$ cat config.mk
export PLATFORM = sky130hd
export DESIGN_NAME = radix_bin2tern_tx
export DESIGN_NICKNAME = d
export VERILOG_FILES = /design/src/rtl/radix_bin2tern_tx.sv
export SDC_FILE = /design/constraint.sdc
export NUM_CORES = 1
export LEC_CHECK = 0
export ABC_AREA = 1
export CORE_MARGIN = 3
export CORE_UTILIZATION = 40
export CTS_CLUSTER_DIAMETER = 40
export DETAILED_ROUTE_END_ITERATION = 12
export SLEW_MARGIN = 10
export SYNTH_ARGS = -nofsm -noshare
export SYNTH_HDL_FRONTEND = slang
export SYNTH_SLANG_ARGS = --single-unit
$ cat constraint.sdc
create_clock -name clk_i -period 4.8 [get_ports clk_i]
set_clock_uncertainty 0.15 [all_clocks]
set_input_delay 0.96 -clock clk_i [delete_from_list [all_inputs] [get_ports clk_i]]
set_output_delay 0.96 -clock clk_i [all_outputs]
set_load 0.02 [all_outputs]
$ cat src/rtl/radix_bin2tern_tx.sv
// Serial binary-to-ternary transmitter: converts a WIDTH-bit word to NTRITS trits, sent MS trit first.
// Optional RADIX_LZ_SUPPRESS_EN skips leading zero trits (at least one trit is always sent).
module radix_bin2tern_tx #(
  parameter int unsigned WIDTH  = 8,
  parameter int unsigned NTRITS = 6
) (
  input  logic             clk_i,
  input  logic             rst_ni,
  input  logic [WIDTH-1:0] in_data_i,
  input  logic             in_valid_i,
  output logic             in_ready_o,
  output logic [1:0]       trit_out_o,
  output logic             trit_valid_o,
  output logic             trit_last_o,
  input  logic             trit_ready_i
);

  localparam int unsigned CntW = (NTRITS > 1) ? $clog2(NTRITS) : 1;
  localparam logic [CntW-1:0] LastIdx = CntW'(NTRITS - 1);

  typedef enum logic [1:0] {StIdle, StConv, StSend} state_e;

  state_e                  state_q, state_d;
  logic [WIDTH-1:0]        rem_q, rem_d;
  logic [CntW-1:0]         cnt_q, cnt_d;
  logic [CntW-1:0]         ptr_q, ptr_d;
  logic [2*NTRITS-1:0]     trit_buf_q, trit_buf_d;
  logic [1:0]              trit_out_q, trit_out_d;
  logic                    trit_valid_q, trit_valid_d;
  logic                    trit_last_q, trit_last_d;

  logic [WIDTH-1:0]        quot;
  logic [WIDTH-1:0]        resid_full;
  logic [1:0]              resid;
  logic [CntW-1:0]         start_ptr;
  logic [CntW-1:0]         ptr_dec;

  function automatic logic [1:0] enc_trit(input logic [1:0] t);
    case (t)
      2'd1:    enc_trit = 2'b11;
      2'd2:    enc_trit = 2'b10;
      default: enc_trit = 2'b01;
    endcase
  endfunction

  assign quot       = rem_q / WIDTH'(3);
  assign resid_full = rem_q - quot * WIDTH'(3);
  assign resid      = resid_full[1:0];
  assign ptr_dec    = ptr_q - 1'b1;

  // First trit to present; with suppression, the highest nonzero trit (or trit 0).
  always_comb begin
    start_ptr = LastIdx;
`ifdef RADIX_LZ_SUPPRESS_EN
    start_ptr = '0;
    for (int unsigned i = 0; i < NTRITS; i++) begin
      if (trit_buf_q[2*i +: 2] != 2'd0) start_ptr = CntW'(i);
    end
`endif
  end

  always_comb begin
    state_d      = state_q;
    rem_d        = rem_q;
    cnt_d        = cnt_q;
    ptr_d        = ptr_q;
    trit_buf_d   = trit_buf_q;
    trit_out_d   = trit_out_q;
    trit_valid_d = trit_valid_q;
    trit_last_d  = trit_last_q;
    unique case (state_q)
      StIdle: begin
        if (in_valid_i) begin
          rem_d   = in_data_i;
          cnt_d   = '0;
          state_d = StConv;
        end
      end
      StConv: begin
        rem_d                   = quot;
        trit_buf_d[2*cnt_q +: 2] = resid;
        cnt_d                   = cnt_q + 1'b1;
        if (cnt_q == LastIdx) state_d = StSend;
      end
      StSend: begin
        if (!trit_valid_q) begin
          // Output-register load cycle after conversion.
          ptr_d        = start_ptr;
          trit_out_d   = enc_trit(trit_buf_q[2*start_ptr +: 2]);
          trit_last_d  = (start_ptr == '0);
          trit_valid_d = 1'b1;
        end else if (trit_ready_i) begin
          if (trit_last_q) begin
            trit_valid_d = 1'b0;
            trit_out_d   = 2'b01;
            trit_last_d  = 1'b0;
            state_d      = StIdle;
          end else begin
            ptr_d       = ptr_dec;
            trit_out_d  = enc_trit(trit_buf_q[2*ptr_dec +: 2]);
            trit_last_d = (ptr_dec == '0);
          end
        end
      end
      default: state_d = StIdle;
    endcase
  end

  always_ff @(posedge clk_i) begin
    if (!rst_ni) begin
      state_q      <= StIdle;
      rem_q        <= '0;
      cnt_q        <= '0;
      ptr_q        <= '0;
      trit_buf_q   <= '0;
      trit_out_q   <= 2'b01;
      trit_valid_q <= 1'b0;
      trit_last_q  <= 1'b0;
    end else begin
      state_q      <= state_d;
      rem_q        <= rem_d;
      cnt_q        <= cnt_d;
      ptr_q        <= ptr_d;
      trit_buf_q   <= trit_buf_d;
      trit_out_q   <= trit_out_d;
      trit_valid_q <= trit_valid_d;
      trit_last_q  <= trit_last_d;
    end
  end

  assign in_ready_o   = (state_q == StIdle);
  assign trit_out_o   = trit_out_q;
  assign trit_valid_o = trit_valid_q;
  assign trit_last_o  = trit_last_q;

endmodule

== After elaboration in Yosys (flattened, before gate mapping) ==
Index checks and enable logic that the tools add are counted.
Storage, ports and cells
  flip-flop bits (word level): 32
  bits of input ports: 12
  output and inout bits: 5
Operators by class
  add/sub/neg operators: 4
  multiply operators: 1
  div/mod/pow operators: 1
  equal/unequal tests: 14
  shifts and indexed selects: 3
  muxes and demuxes: 25
  reductions and logical operators: 7
Operators with widths (count)
  $neg A4 Y34: 1
  $shift A2 B34 Y12 const A: 1
  $shiftx A2 B34 Y12: 1
  $mux W2: 8
  $pmux W8 S2: 1
  $ne A2 B2 Y1 const B: 7
  $bwmux W12: 1
  $mux W3: 4
  $shiftx A12 B5 Y2: 1
  $div A8 B2 Y8 const B: 1
  $mul A8 B2 Y2 const B: 1
  $mux W8: 1
  $pmux W2 S2: 2
  $eq A2 B1 Y1 const B: 3
  $eq A2 B2 Y1 const B: 3
  $mux W1: 6
  $pmux W2 S3: 1
  $pmux W3 S2: 1
  $reduce_and A5 Y1: 1
  $reduce_and A2 Y1: 2
  $add A3 B1 Y3 const B: 1
  $eq A3 B3 Y1 const B: 1
  $logic_not A3 Y1: 1
  $reduce_and A3 Y1: 1
  4 further kinds: 4

== Logic depth before layout (Yosys ltp) ==
  depth in word-level cells: 7
  depth in mapped cells: 28
  depth with buffers taken out: 28

== Worst setup path after synthesis ==
OpenSTA, ideal clock, no wires.
  kind: flip-flop to flip-flop
  from: register rem_q[7]
  to: register trit_buf_q[1]
  library setup time: 113 ps
  arrival: 2828 ps
  data required time: 4537 ps
  path slack: 1709 ps
  stages on the path, launching flop included: 26
  path buffers: 0
  cells stage by stage: dfxtp_1 inv_2 o21ai_1 nand2_1 nand2_1 nand2_2 o21ai_2 nand2_2 a21oi_1 nor2_1 ha_1 a21oi_2 nand2_1 nand2_1 nand2_2 nor2_4 nand2_1 ha_1 xor2_1 nand3b_1 nand2_1 inv_2 nand3_2 nand2_2 o21ai_1 inv_1
On the way
  cells in the longest elaborated chain, start to end: 5
Ends and longest elaborated chain
  start, declared: RTL line 24  | logic [WIDTH-1:0] rem_q, rem_d;
  start signal, assigned: RTL line 121  | rem_q <= rem_d;
  $div A8 B2 Y8: RTL line 46  | assign quot = rem_q / WIDTH'(3);
  $mul A8 B2 Y2: RTL line 47  | assign resid_full = rem_q - quot * WIDTH'(3);
  $sub A2 B2 Y2: RTL line 47
  $shiftx A2 B34 Y12: RTL line 81  | trit_buf_d[2*cnt_q +: 2] = resid;
  $bwmux W12: RTL line 81
  end signal, assigned: RTL line 124  | trit_buf_q <= trit_buf_d;
  end, declared: RTL line 27  | logic [2*NTRITS-1:0] trit_buf_q, trit_buf_d;
Every way passes these cells.
A chain may end at the register's enable or synchronous reset.

== Worst setup path in the final report ==
  from: register rem_q[6]
  to: register trit_buf_q[11]
Same word-level chain as after synthesis.

==> qor.yml <==
outcome:
  status: "finished, final reports clean"
min_path:
  worstHoldEndpoint: "trit_buf_q[2]"
  hold_depth: 2
  hold_class: "register to register"
  worstHoldStart: "trit_buf_q[2]"
layout:
  final_cell_mix: "nand2_1 (41), inv_1 (38), dfxtp_1 (32)"
  nNetsFinal: 332
  antenna_cells: 0
  design_area_um2: 2305
  finish.utilization_pct: 48.16
  final_common_cell: "nand2_1"
  area_delta_synth_final_pct: 15.05
  drive_gt1_share_pct: 11.00
  final_cells: 376
power:
  sw_frac_of_total_pct: 39.70
  comb_power_share_pct: 40.3
  pwr_density_cell_nw_per_um2: 364.2
  power_uw: 839.3
  max-vdd-ir-drop_uv: 135.0
  p_int_uw: 506.1
  p_leak_uw: 0.0009163
  seqPwrFrac_pct: 36.8
  switchingPower_uw: 333.2
  pwr-share-clk_pct: 22.9
detailed_routing:
  detail_route.first_pass.iterations: 4
  drt-total-wl_mm: 4.550
  avgViaCountPerCell: 5.005
  drc: 0
  drt_iter0_drc: 115
  via_count: 1882
  ant_nets: 0
  wl_per_cell_um: 12.10
worst_setup_path:
  timing.rr.end: "trit_buf_q[11]"
  r2r_cells: 24
  required_ns: 4.86
  r2r_start: "rem_q[6]"
  start_kind: "register"
  critical_path_arrival_ns: 3.54
  r2r_setup_slack_ns: 1.32
  critical_path_class: "register to register"
  crit_fanout: 6
  end_kind: "register"
synth:
  ys_top_cells_by_area: "dfxtp_1 (32%), a21oi_1 (7.7%), nand2_1 (7.7%)"
  syn-num-nets: 315
  yosys.area.top_type: "dfxtp_1"
  synth_seq_cells: 32
  synth_cell_types: 39
  synth-edff-count: 0
  ys_seq_area_share_pct: 31.98
  yosysWarnings: 0
  synth_top_cell_area_share_pct: 31.98
  async_flop_share_pct: 0
  synth_flop_cell: "dfxtp_1"
  postSynthAreaPerCell_um2: 6.860
  synthesis.area_um2: 2003
  synthCells: 292
floorplan:
  die-area_um2: 5893
  start_util_pct: 41.86
  num_rows: 25
  die_w_um: 76.77
  pin_count: 17
  die_y_um: 76.77
  core_area_um2: 4786
timing:
  fin_crit_sh_pct: 72.50
  setup_viol: 0
  hold_violations: 0
  slew_headroom_pct: 53.32
  setup_tns_ns: 0
  rsz0062_at_grt: "false"
  fin_crit_ns: 3.480
  fmax_ghz: 0.2874
  drv_slew: 0
  tightest_slew_ns: 0.6995
cts:
  cts_tree: "yes"
  cts.sinks: 32
  path_clk_slew_ns: 0.06
  htree_levels: 2
  cts_setup_buffers: 0
  ctsRootBufferMaster: "clkbuf_8"
  cts_buffer_depth: 2
  post_cts_resized: 0
  numCtsBuffers: 5
  insertion_delay_ns: 0.28
  ctsHoldBuffers: 0
placement:
  dpl-instance-area_um2: 2227
  place_inst: 369
  hpwl_mm: 3.550
  gp_congestion: 0.8522
  port_buffers: 16
grt:
  grt_overflow_total: 0
  grt_max_degree: 22
  grt.total_usage_pct: 15.91
  antenna_found_initial: 0
  grt_pass1_wl_mm: 7.672
  grt_pass1_vias: 1667
job:
  max_cap_violations: 0
## layout make-up
class	instances	area, µm²
clock buffer	6	72.57
multi-input combinational	209	1170
fill	501	2481
clock inverter	1	5.005
tap	67	83.83
sequential	32	640.6
inverter	44	165.2
timing repair buffer	17	167.7
## critical path, cell delays in order, from the launching register on
cell	delay, ns
dfxtp_1	0.40
nand2_1	0.08
nand2_1	0.07
nand3_1	0.11
nand3_2	0.12
nand2_2	0.10
o21ai_2	0.13
nand2_2	0.09
a21oi_1	0.16
nor2_1	0.07
ha_1	0.22
a21oi_2	0.19
nand2_1	0.12
nand2_1	0.08
nand2_2	0.07
nor2_4	0.09
nand2_1	0.07
ha_1	0.19
xor2_1	0.15
nand3b_1	0.16
nand2_1	0.10
o21ai_1	0.09
nand2_2	0.12
nand4_2	0.10
a21oi_1	0.16
## how the worst max path moves through the flow
stage	slack, ns	endpoint	cells after the start	startpoint
global placement	1.40	trit_buf_q[11]	25	rem_q[7]
global route	0.97	trit_buf_q[11]	27	rem_q[6]
floorplan	1.71	trit_buf_q[1]	25	rem_q[7]
finish	1.32	trit_buf_q[11]	24	rem_q[6]
CTS	1.34	trit_buf_q[11]	24	rem_q[6]
detailed placement	1.36	trit_buf_q[11]	24	rem_q[6]
## kinds of logic (layout without fill, tap and decap cells)
| group | count (synthesis) | in the layout | synth area share, % |
|---|---|---|---|
| AO/OA/AOI/OAI | 72 | 72 | 20.93 |
| XOR/XNOR | 2 | 2 | 0.8746 |
| flip-flops | 32 | 32 | 31.98 |
| adder cells (fa/ha/maj) | 11 | 11 | 6.871 |
| buffers and inverters | 51 | 68 | 9.619 |
| AND/OR/NAND/NOR | 124 | 124 | 29.73 |
## layer usage
layer	GRT usage (%)	share of wire, %	wire, µm	up-vias
met2	23.34	43	1972	33
met4	5.797	1.1	48	0
met3	3.756	3.8	174	5
met1	22.50	52	2354	828
li1	-	-	-	1016
met5	0	0	0	-
## power by group through the flow
stage,combinational (µW),sequential (µW),clock (µW)
global route,385,311,212
finish,338,309,192
global placement,340,314,0
detailed placement,340,314,0
CTS,340,308,202
floorplan,269,309,0
## through the flow
step / hold WS (ns) / setup slack (ns)
2_1_floorplan: 0.2797 / 1.709
3_3_place_gp: 0.3030 / 1.405
3_5_place_dp: 0.3068 / 1.357
4_1_cts: 0.3171 / 1.336
5_1_grt: 0.3616 / 0.9684
6_report: 0.3160 / 1.320
## cells in the mapped netlist, types with 2 or more instances
library cell and instances:
nor2_4 2, o22ai_1 3, nand2_2 9, a211oi_1 2, inv_1 38, nand4_1 5
o21ai_1 5, nor2_1 31, dfxtp_1 32, nor3_1 6, nand3_1 18, o21ai_0 17
o21ai_2 2, a21oi_2 2, nand2_1 41, a21oi_1 31, nor4_1 4, nand3_2 3
ha_1 11, inv_2 6, nand3b_1 2, clkbuf_1 5
## registers in the layout, summed over array words and instances, names as in the netlist
name / count
trit_buf_q: 12
rem_q: 8
cnt_q: 3
ptr_q: 3
state_q: 2
trit_out_o: 2
trit_last_o: 1
trit_valid_o: 1
Note: power is estimated with default switching activity, not from simulation.
